$ cat config.mk
export PLATFORM = sky130hd
export DESIGN_NAME = montgomery_mul
export DESIGN_NICKNAME = d
export VERILOG_FILES = /design/src/rtl/montgomery_mul_pkg.sv /design/src/rtl/montgomery_mul_reduce.sv /design/src/rtl/montgomery_mul.sv
export SDC_FILE = /design/constraint.sdc
export NUM_CORES = 1
export LEC_CHECK = 0
export BUFFER_PORTS_ARGS = -buffer_cell sky130_fd_sc_hd__buf_2
export CORE_MARGIN = 3
export CORE_UTILIZATION = 44
export CTS_CLUSTER_SIZE = 20
export DETAILED_ROUTE_END_ITERATION = 7
export MAX_ROUTING_LAYER = met4
export SKIP_CTS_REPAIR_TIMING = 1
export SLEW_MARGIN = 0
export SYNTH_ARGS = -nofsm -noshare
export SYNTH_HDL_FRONTEND = slang
export SYNTH_HIERARCHICAL = 1
export SYNTH_SLANG_ARGS = --single-unit
export TNS_END_PERCENT = 100
$ cat constraint.sdc
create_clock -name clk -period 5.6 [get_ports clk]
set_input_delay 0.28 -clock clk [delete_from_list [all_inputs] [get_ports clk]]
set_output_delay 0.28 -clock clk [all_outputs]
set_load 0.05 [all_outputs]
$ cat src/rtl/montgomery_mul_pkg.sv
// Shared NTT arithmetic constants and the signed coefficient type used by the
// Montgomery multiplier and its reduction stage.
package montgomery_mul_pkg;

  localparam int unsigned DATA_WIDTH    = 12;
  localparam int unsigned Q             = 3329;
  // Q^-1 mod 2^DATA_WIDTH: 3329 * 769 = 625 * 4096 + 1
  localparam int unsigned QINV          = 769;
  localparam int unsigned MUL_STAGE_CNT = 3;

  typedef logic signed [DATA_WIDTH:0] coeff_t;

endpackage

$ cat src/rtl/montgomery_mul_reduce.sv
// Two-stage Montgomery reduction: given t < Q*2^DATA_WIDTH returns the signed
// residue t * 2^-DATA_WIDTH mod Q in (-Q, Q). Reused by other NTT reduction paths.
module montgomery_mul_reduce #(
  parameter int unsigned DATA_WIDTH = montgomery_mul_pkg::DATA_WIDTH,
  parameter int unsigned Q          = montgomery_mul_pkg::Q,
  parameter int unsigned QINV       = montgomery_mul_pkg::QINV
) (
  input  logic                         clk_i,
  input  logic                         rst_i,
  input  logic [2*DATA_WIDTH-1:0]      t_i,
  output logic signed [DATA_WIDTH:0]   c_o
);
  import montgomery_mul_pkg::*;

  localparam int unsigned TW = 2 * DATA_WIDTH;
  localparam logic [DATA_WIDTH-1:0] QW    = DATA_WIDTH'(Q);
  localparam logic [DATA_WIDTH-1:0] QInvW = DATA_WIDTH'(QINV);

  logic [DATA_WIDTH-1:0]      m_d, m_q;
  logic [TW-1:0]              t_d, t_q;
  logic [TW-1:0]              m_prod;
  logic [TW-1:0]              mq;
  logic signed [TW+1:0]       d;
  logic signed [DATA_WIDTH:0] c_d, c_q;

  // Stage 2: m = t * Q^-1 mod R; only the low DATA_WIDTH bits of the product matter.
  always_comb begin
    m_prod = TW'(t_i[DATA_WIDTH-1:0]) * TW'(QInvW);
    m_d    = m_prod[DATA_WIDTH-1:0];
    t_d    = t_i;
  end

  // Stage 3: t - m*Q is an exact multiple of R, so dropping the low bits divides exactly.
  always_comb begin
    mq  = TW'(m_q) * TW'(QW);
    d   = signed'({2'b00, t_q}) - signed'({2'b00, mq});
    c_d = d[TW:DATA_WIDTH];
  end

  logic unused_bits;
  assign unused_bits = ^{d[DATA_WIDTH-1:0], d[TW+1], m_prod[TW-1:DATA_WIDTH]};

  always_ff @(posedge clk_i) begin
    if (rst_i) begin
      m_q <= '0;
      t_q <= '0;
      c_q <= '0;
    end else begin
      m_q <= m_d;
      t_q <= t_d;
      c_q <= c_d;
    end
  end

  assign c_o = c_q;

endmodule

$ cat src/rtl/montgomery_mul.sv
// Fully pipelined Montgomery multiplier: c == a*b*2^-DATA_WIDTH (mod Q), signed
// result in (-Q, Q), one operand pair per clock, MUL_STAGE_CNT cycles of latency.
module montgomery_mul #(
  parameter int unsigned DATA_WIDTH    = montgomery_mul_pkg::DATA_WIDTH,
  parameter int unsigned Q             = montgomery_mul_pkg::Q,
  parameter int unsigned QINV          = montgomery_mul_pkg::QINV,
  parameter int unsigned MUL_STAGE_CNT = montgomery_mul_pkg::MUL_STAGE_CNT
) (
  input  logic                       clk,
  input  logic                       rst,
  input  logic [DATA_WIDTH-1:0]      a,
  input  logic [DATA_WIDTH-1:0]      b,
  output logic signed [DATA_WIDTH:0] c
);
  import montgomery_mul_pkg::*;

  localparam int unsigned TW = 2 * DATA_WIDTH;

  logic [TW-1:0]              t_d, t_q;
  logic signed [DATA_WIDTH:0] red_c;

  // Stage 1: full-width product, at most Q^2 < 2^TW.
  always_comb begin
    t_d = TW'(a) * TW'(b);
  end

  always_ff @(posedge clk) begin
    if (rst) begin
      t_q <= '0;
    end else begin
      t_q <= t_d;
    end
  end

  montgomery_mul_reduce #(
    .DATA_WIDTH (DATA_WIDTH),
    .Q          (Q),
    .QINV       (QINV)
  ) u_reduce (
    .clk_i (clk),
    .rst_i (rst),
    .t_i   (t_q),
    .c_o   (red_c)
  );

  // Deeper latency targets get plain delay registers on the output.
  if (MUL_STAGE_CNT > 3) begin : g_pad
    localparam int unsigned PadCnt = MUL_STAGE_CNT - 3;

    logic signed [DATA_WIDTH:0] pad_d [PadCnt];
    logic signed [DATA_WIDTH:0] pad_q [PadCnt];

    always_comb begin
      pad_d[0] = red_c;
      for (int unsigned i = 1; i < PadCnt; i++) begin
        pad_d[i] = pad_q[i-1];
      end
    end

    always_ff @(posedge clk) begin
      if (rst) begin
        for (int unsigned i = 0; i < PadCnt; i++) begin
          pad_q[i] <= '0;
        end
      end else begin
        for (int unsigned i = 0; i < PadCnt; i++) begin
          pad_q[i] <= pad_d[i];
        end
      end
    end

    assign c = pad_q[PadCnt-1];
  end else begin : g_nopad
    assign c = red_c;
  end

endmodule

# Word-level counts from Yosys, hierarchy flattened
# Cells that the tools add are included.
[totals]
in_bits = 26
ff_bits = 73
output_inout_bits = 13
[op_classes]
add_sub_neg = 1
mul = 3
[op_table]
columns = ["op", "count"]
rows = [
  ["subtractor 24 x 24 -> 25 bit", 1],
  ["multiplier 12 x 12 -> 24 bit", 1],
  ["multiplier 12 x 12 -> 24 bit (second input constant)", 1],
  ["multiplier 12 x 10 -> 12 bit (second input constant)", 1],
]

# Logic depth before layout (Yosys ltp)
# Gate-level depths: netlist of run 1.
[logic_depth]
depth_word = 2
mapped_depth = 19

# Cells and area by module
# Netlist of run 1, hierarchy kept.
[by_module_without_submodules]
columns = ["module", "area_per_inst_um2", "seq_area_each_um2", "instances", "cells_per_inst"]
rows = [
  ["montgomery_mul", 5452.7, 480.5, 1, 635],
  ["montgomery_mul_reduce", 3709.8, 820.8, 1, 387],
]

# Worst setup path before layout of run 1
# OpenSTA, ideal clock, no wires.
[synth_path]
path_kind = "input -> register"
start = "input b[11]"
end = "register, netlist name t_q[22]"
t_arrival_ns = 4.772
slack_ns = 0.707
setup_time_ns = 0.121
stages = 17
path_cell_list = "clkbuf_1 -> nand2_1 -> fa_1 -> fa_1 -> inv_1 -> fa_1 -> fa_1 -> inv_1 -> fa_1 -> inv_1 -> ha_1 -> a21oi_2 -> nand2_1 -> o2111ai_4 -> nand2_2 -> a211oi_2 -> mux2_4"
[synth_lines]
columns = ["item", "line_no", "source"]
rows = [
  ["start, declared", "montgomery_mul.sv:12", "input logic [DATA_WIDTH-1:0] b,"],
]

==> results.ini, run 1 <==
[die]
ioPinCount = 39
num_rows = 52
start_util = 0.450
die-area_um2 = 22600
die_x_um = 150
core_um2 = 20400
die_y_um = 150

[logic_synthesis]
synthCells = 1022
ys_ff_latch = 65
synth_edf_count = 0
yosys.area.top_type = fa_1
yosys_most_used_dff = dfxtp_1
synthArstFlopShare = 0
synth_top_cell_area_share = 0.275
yosysSeqAreaShare = 0.142
synth_cell_type_count = 66
yosys_warnings = 6
syn_area_um2 = 9160
synthTopCellsByArea = fa_1 (28%), ha_1 (20%), dfxtp_1 (14%), inv_1 (8.8%), nand2_1 (4.4%)
synth_nets = 1320
avgSynthCellArea_um2 = 8.97

[place]
placed_cell_area_um2 = 9570
gp_congestion = 0.876
place.detailed.hpwl_mm = 15.3
port_buffers = 38
post-place-ws_ns = 0.448

[sta]
max_clock_freq_ghz = 0.209
setup_slack_ns = 0.814
slew_headroom = 0.499
finClkSkew_ns = 0.00613
hold_violations = 0
final.min_clock_period_ns = 4.79
timing.final.crit_share = 0.855
rsz0062_at_grt = no
finalMaxSlewViolations = 0
tns_ns = 0
setup_viol = 0
worstMarginPinSlew_ns = 0.752

[global_routing]
antenna_found_initial = 0
grtUsageTotal = 0.177
grt_overflow_total = 0
grt_pass1_wl_mm = 31.3
grt_max_degree = 78
grt_pass1_vias = 6528

[critical_path]
end_kind = register
crit_type = in2reg
critPathSlowestCell = fa_1
max_stage_delay_ns = 0.54
path_delay_family = adder cells
cp_common_cell = fa_1
crit_chain = buf_2 > and2_1 > fa_1 > inv_1 > fa_1 > inv_1 > fa_1 > fa_1 > inv_1 > fa_1 > inv_1 > ha_1 > a21oi_2 > nand2_1 > o2111ai_4 > nand2_2 > a211oi_2 > mux2_4
start_kind = primary input
critical_path_required_ns = 5.82
crit_buf_inv = 5
cp_max_fo = 12
cp.arrival_ns = 5.00

[drt]
drt.antenna.violating_nets = 0
drt-met1-wl_mm = 8.45
drt_first_pass_iters = 5
drc = 0
route.detailed.wl_per_inst_um = 13.8
met2_length_mm = 8.93
drt-initial-drc-count = 207
wirelength_mm = 18.1
drt-vias-per-instance = 4.84
top_layer = met4
wl_met3_um = 580
via_count = 6349

[outcome]
status = completed

[final_layout]
final_net_count = 1336
final_util = 0.485
drive_gt1_frac = 0.0815
final_area_um2 = 9880
fillerInstances = 1946
diodes = 0
area_growth_pct = 7.80

[min_path]
hold_class = in2reg

[cts]
clk_pin_slew_ns = 0.06
cts_sinks = 65
clockBufferDepth = 2
htreeDepth = 3
insertion_delay_ns = 0.33
cts_tree = yes
cts_buffers = 9
root_buffer = clkbuf_16

[flow_run]
maxCapViolations = 0

## metrics by stage
| step | cells | hold WS, ns |
|---|---|---|
| finish | 1313 | 0.322 |
| global route | 1313 | 0.326 |
| CTS | 1313 | 0.306 |
| detailed placement | 1297 | 0.420 |
| global placement | 1297 | 0.416 |
| floorplan | 1022 | 0.352 |
## Yosys cell counts, types with 4 or more instances
master,n
and2_1,54
a31oi_1,4
inv_1,214
nand3_1,15
a21oi_1,29
a21o_1,5
clkbuf_1,31
xnor2_1,21
fa_1,126
nor2b_1,43
mux2_2,5
xor2_1,8
nor3_1,7
o21ai_0,15
nor4_1,4
nor2_1,41
ha_1,146
nand2_1,108
dfxtp_1,65
nand2b_1,4
o21a_1,5
## per-layer routing
metal | vias up | GRT usage
met5 | - | -
met4 | 0 | 0.0403
met3 | 21 | 0.0178
met2 | 127 | 0.308
met1 | 2984 | 0.223
li1 | 3217 | -
## logic make-up after synthesis
group | after synthesis | synth area share
and+or+nand+nor | 298 | 0.163
DFF | 65 | 0.142
muxes | 8 | 0.0101
buffers and inverters | 248 | 0.102
xor gates and xnor gates | 29 | 0.0277
AOI/OAI and AO/OA | 102 | 0.0810
adders and majority gates | 272 | 0.475
## sequential cells by signal, summed over array words and instances, names as in the netlist
signal and count:
t_q 24, u_reduce/t_q 16, u_reduce/c_o 13, u_reduce/m_q 12
## worst min-delay path, delay by kind of cell
family | cells | cell delay [ns]
buffers and inverters | 1 | 0.17
AND/OR/NAND/NOR | 2 | 0.15
## path summary, 6_finish.rpt
check                              from                     endpoint  slack [ns]  cells past startpoint
min                                a[0]            t_q[0]$_SDFF_PP0_        0.32                      3
max reg2reg  u_reduce/m_q[3]$_SDFF_PP0_  u_reduce/c_o[12]$_SDFF_PP0_        1.16                     12
min reg2reg          t_q[13]$_SDFF_PP0_  u_reduce/t_q[13]$_SDFF_PP0_        0.43                      1
max                                b[8]           t_q[22]$_SDFF_PP0_        0.81                     18
## area by class of cell
type                    count  area [µm²]  area share
clock buffers               9         225      0.0228
clock inverters             7        85.1     0.00861
inverters                 214         803      0.0813
multi-input cells         709        6930       0.701
flip-flops and latches     65        1300       0.132
well taps                 270         338      0.0342
repair buffers             39         198      0.0200
## layout by cell type (no fill, tap or decap), types with 7 or more instances in the layout
cell type and instances:
and2_1 54, dfxtp_1 65, nor2_1 41, nand3_1 15, xnor2_1 21, xor2_1 8, clkbuf_16 9, nor3_1 7
a21oi_1 29, nor2b_1 43, inv_1 214, o21ai_0 15, fa_1 126, ha_1 146, buf_2 38, nand2_1 108
Power of run 1 is not shown: default switching activity piles up to over one toggle a cycle in this logic, so the estimate is an artifact.
==> run 2, diff against run 1 <==
- CORE_UTILIZATION: 44 -> 45
==> run 2 against run 1 <==
Net effect:
- routed wire length is 1.0% higher
- critical endpoint unchanged
- largest cell class unchanged
- design area hardly changed
- global-route usage is 0.50 points higher
- setup slack worse by 0.053 ns
- clock skew is 0.0025 ns higher
- critical path depth stayed put
- die area is 2.1% lower
- utilization is 1.6 points higher
- sequential cell count stayed put
- first-iteration DRC count is 7.2% lower
- register-to-register slack better by 0.03 ns
==> results.ini, run 2 (synthesis results as in run 1) <==
[global_routing]
grt_pass1_vias = 6636
met1_usage = 0.226
antenna_found_initial = 0
met2_usage = 0.314
grtUsageTotal = 0.182
grt_max_degree = 78
grt_use_met3 = 0.0161
grt_overflow_total = 0
top_usage_layer = met2
grt_pass1_wl_mm = 31.7

[sta]
finalMaxSlewViolations = 0
final.min_clock_period_ns = 4.84
timing.final.crit_share = 0.864
rsz0062_at_grt = no
finClkSkew_ns = 0.00868
tns_ns = 0
hold_violations = 0
setup_slack_ns = 0.762
max_clock_freq_ghz = 0.207
setup_viol = 0
worstMarginPinSlew_ns = 0.744
slew_headroom = 0.504

[drt]
drt.antenna.violating_nets = 0
drc = 0
drt-vias-per-instance = 4.92
drt_first_pass_iters = 6
via_count = 6429
wirelength_mm = 18.3
route.detailed.wl_per_inst_um = 14.0
drt-initial-drc-count = 192

[critical_path]
crit_type = in2reg
cp_max_fo = 12
critPathSlowestCell = fa_1
cp_common_cell = fa_1
start_kind = primary input
max_stage_delay_ns = 0.56
critical_path_required_ns = 5.82
end_kind = register
cp.arrival_ns = 5.06
crit_chain = buf_2 > and2_1 > fa_1 > inv_1 > fa_1 > inv_1 > fa_1 > fa_1 > inv_1 > fa_1 > inv_1 > ha_1 > a21oi_2 > nand2_1 > o2111ai_4 > nand2_2 > a211oi_2 > mux2_4

[die]
die_x_um = 149
core_um2 = 19700
ioPinCount = 39
num_rows = 51
die_y_um = 149
die-area_um2 = 22100
start_util = 0.465

[cts]
cts_tree = yes
clockBufferDepth = 2
cts_sinks = 65
htreeDepth = 3
cts_buffers = 9
insertion_delay_ns = 0.34
root_buffer = clkbuf_16
clk_pin_slew_ns = 0.06

[outcome]
status = completed

[flow_run]
maxCapViolations = 0

[final_layout]
largest_reg_flops = 24
largest_register = t_q
final_cells = 1308
final_common_cell = inv_1
drive_gt1_frac = 0.0815
diodes = 0
final_net_count = 1336
area_growth_pct = 7.73
mostFrequentLayoutCells = inv_1 (214), ha_1 (146), fa_1 (126)

[place]
port_buffers = 38
post-place-ws_ns = 0.401
gp_congestion = 0.875
place.detailed.hpwl_mm = 15.5
dp.cells = 1292

[min_path]
hold_class = in2reg

## run 2: cell counts in the layout (fill, tap and decap cells not counted)
Identical to the previous run, type by type.
## run 2: worst max-delay path: cells and delay by family
kind | cells | cell delay [ns]
buf+inv | 5 | 0.38
compound gates | 3 | 0.70
fa+ha+maj | 6 | 2.98
mux | 1 | 0.32
simple gates | 3 | 0.40
## run 2: final cells by class
class                           count  area (µm²)
Fill cell                        1936        9850
Multi-Input combinational cell    709        6930
Sequential cell                    65        1300
Inverter                          214         803
Tap cell                          265         332
Clock buffer                        9         225
Timing Repair Buffer               39         198
Clock inverter                      7        85.1
## run 2: metal layers
| layer | wire length, µm | vias to the layer above |
|---|---|---|
| met1 | 8350 | 3066 |
| met2 | 9060 | 113 |
| met5 | 0 | - |
| met3 | 509 | 32 |
| met4 | 405 | 0 |
| li1 | - | 3218 |
## run 2: final timing paths
kind | start | slack (ns) | to | depth (start not counted)
worst min register to register | t_q[14]$_SDFF_PP0_ | 0.42 | u_reduce/t_q[14]$_SDFF_PP0_ | 1
worst max register to register | u_reduce/m_q[3]$_SDFF_PP0_ | 1.19 | u_reduce/c_o[12]$_SDFF_PP0_ | 12
worst min-delay path | a[0] | 0.31 | t_q[0]$_SDFF_PP0_ | 3
worst max-delay path | b[8] | 0.76 | t_q[22]$_SDFF_PP0_ | 18
## run 2: through the flow
step	utilization	hold WS [ns]	area (µm²)
finish	0.501	0.307	9870
global route	0.501	0.318	9870
CTS	0.501	0.291	9870
detailed placement	0.485	0.420	9560
global placement	0.485	0.421	9560
floorplan	-	0.352	9160
Power of run 2 is left out for the same reason.
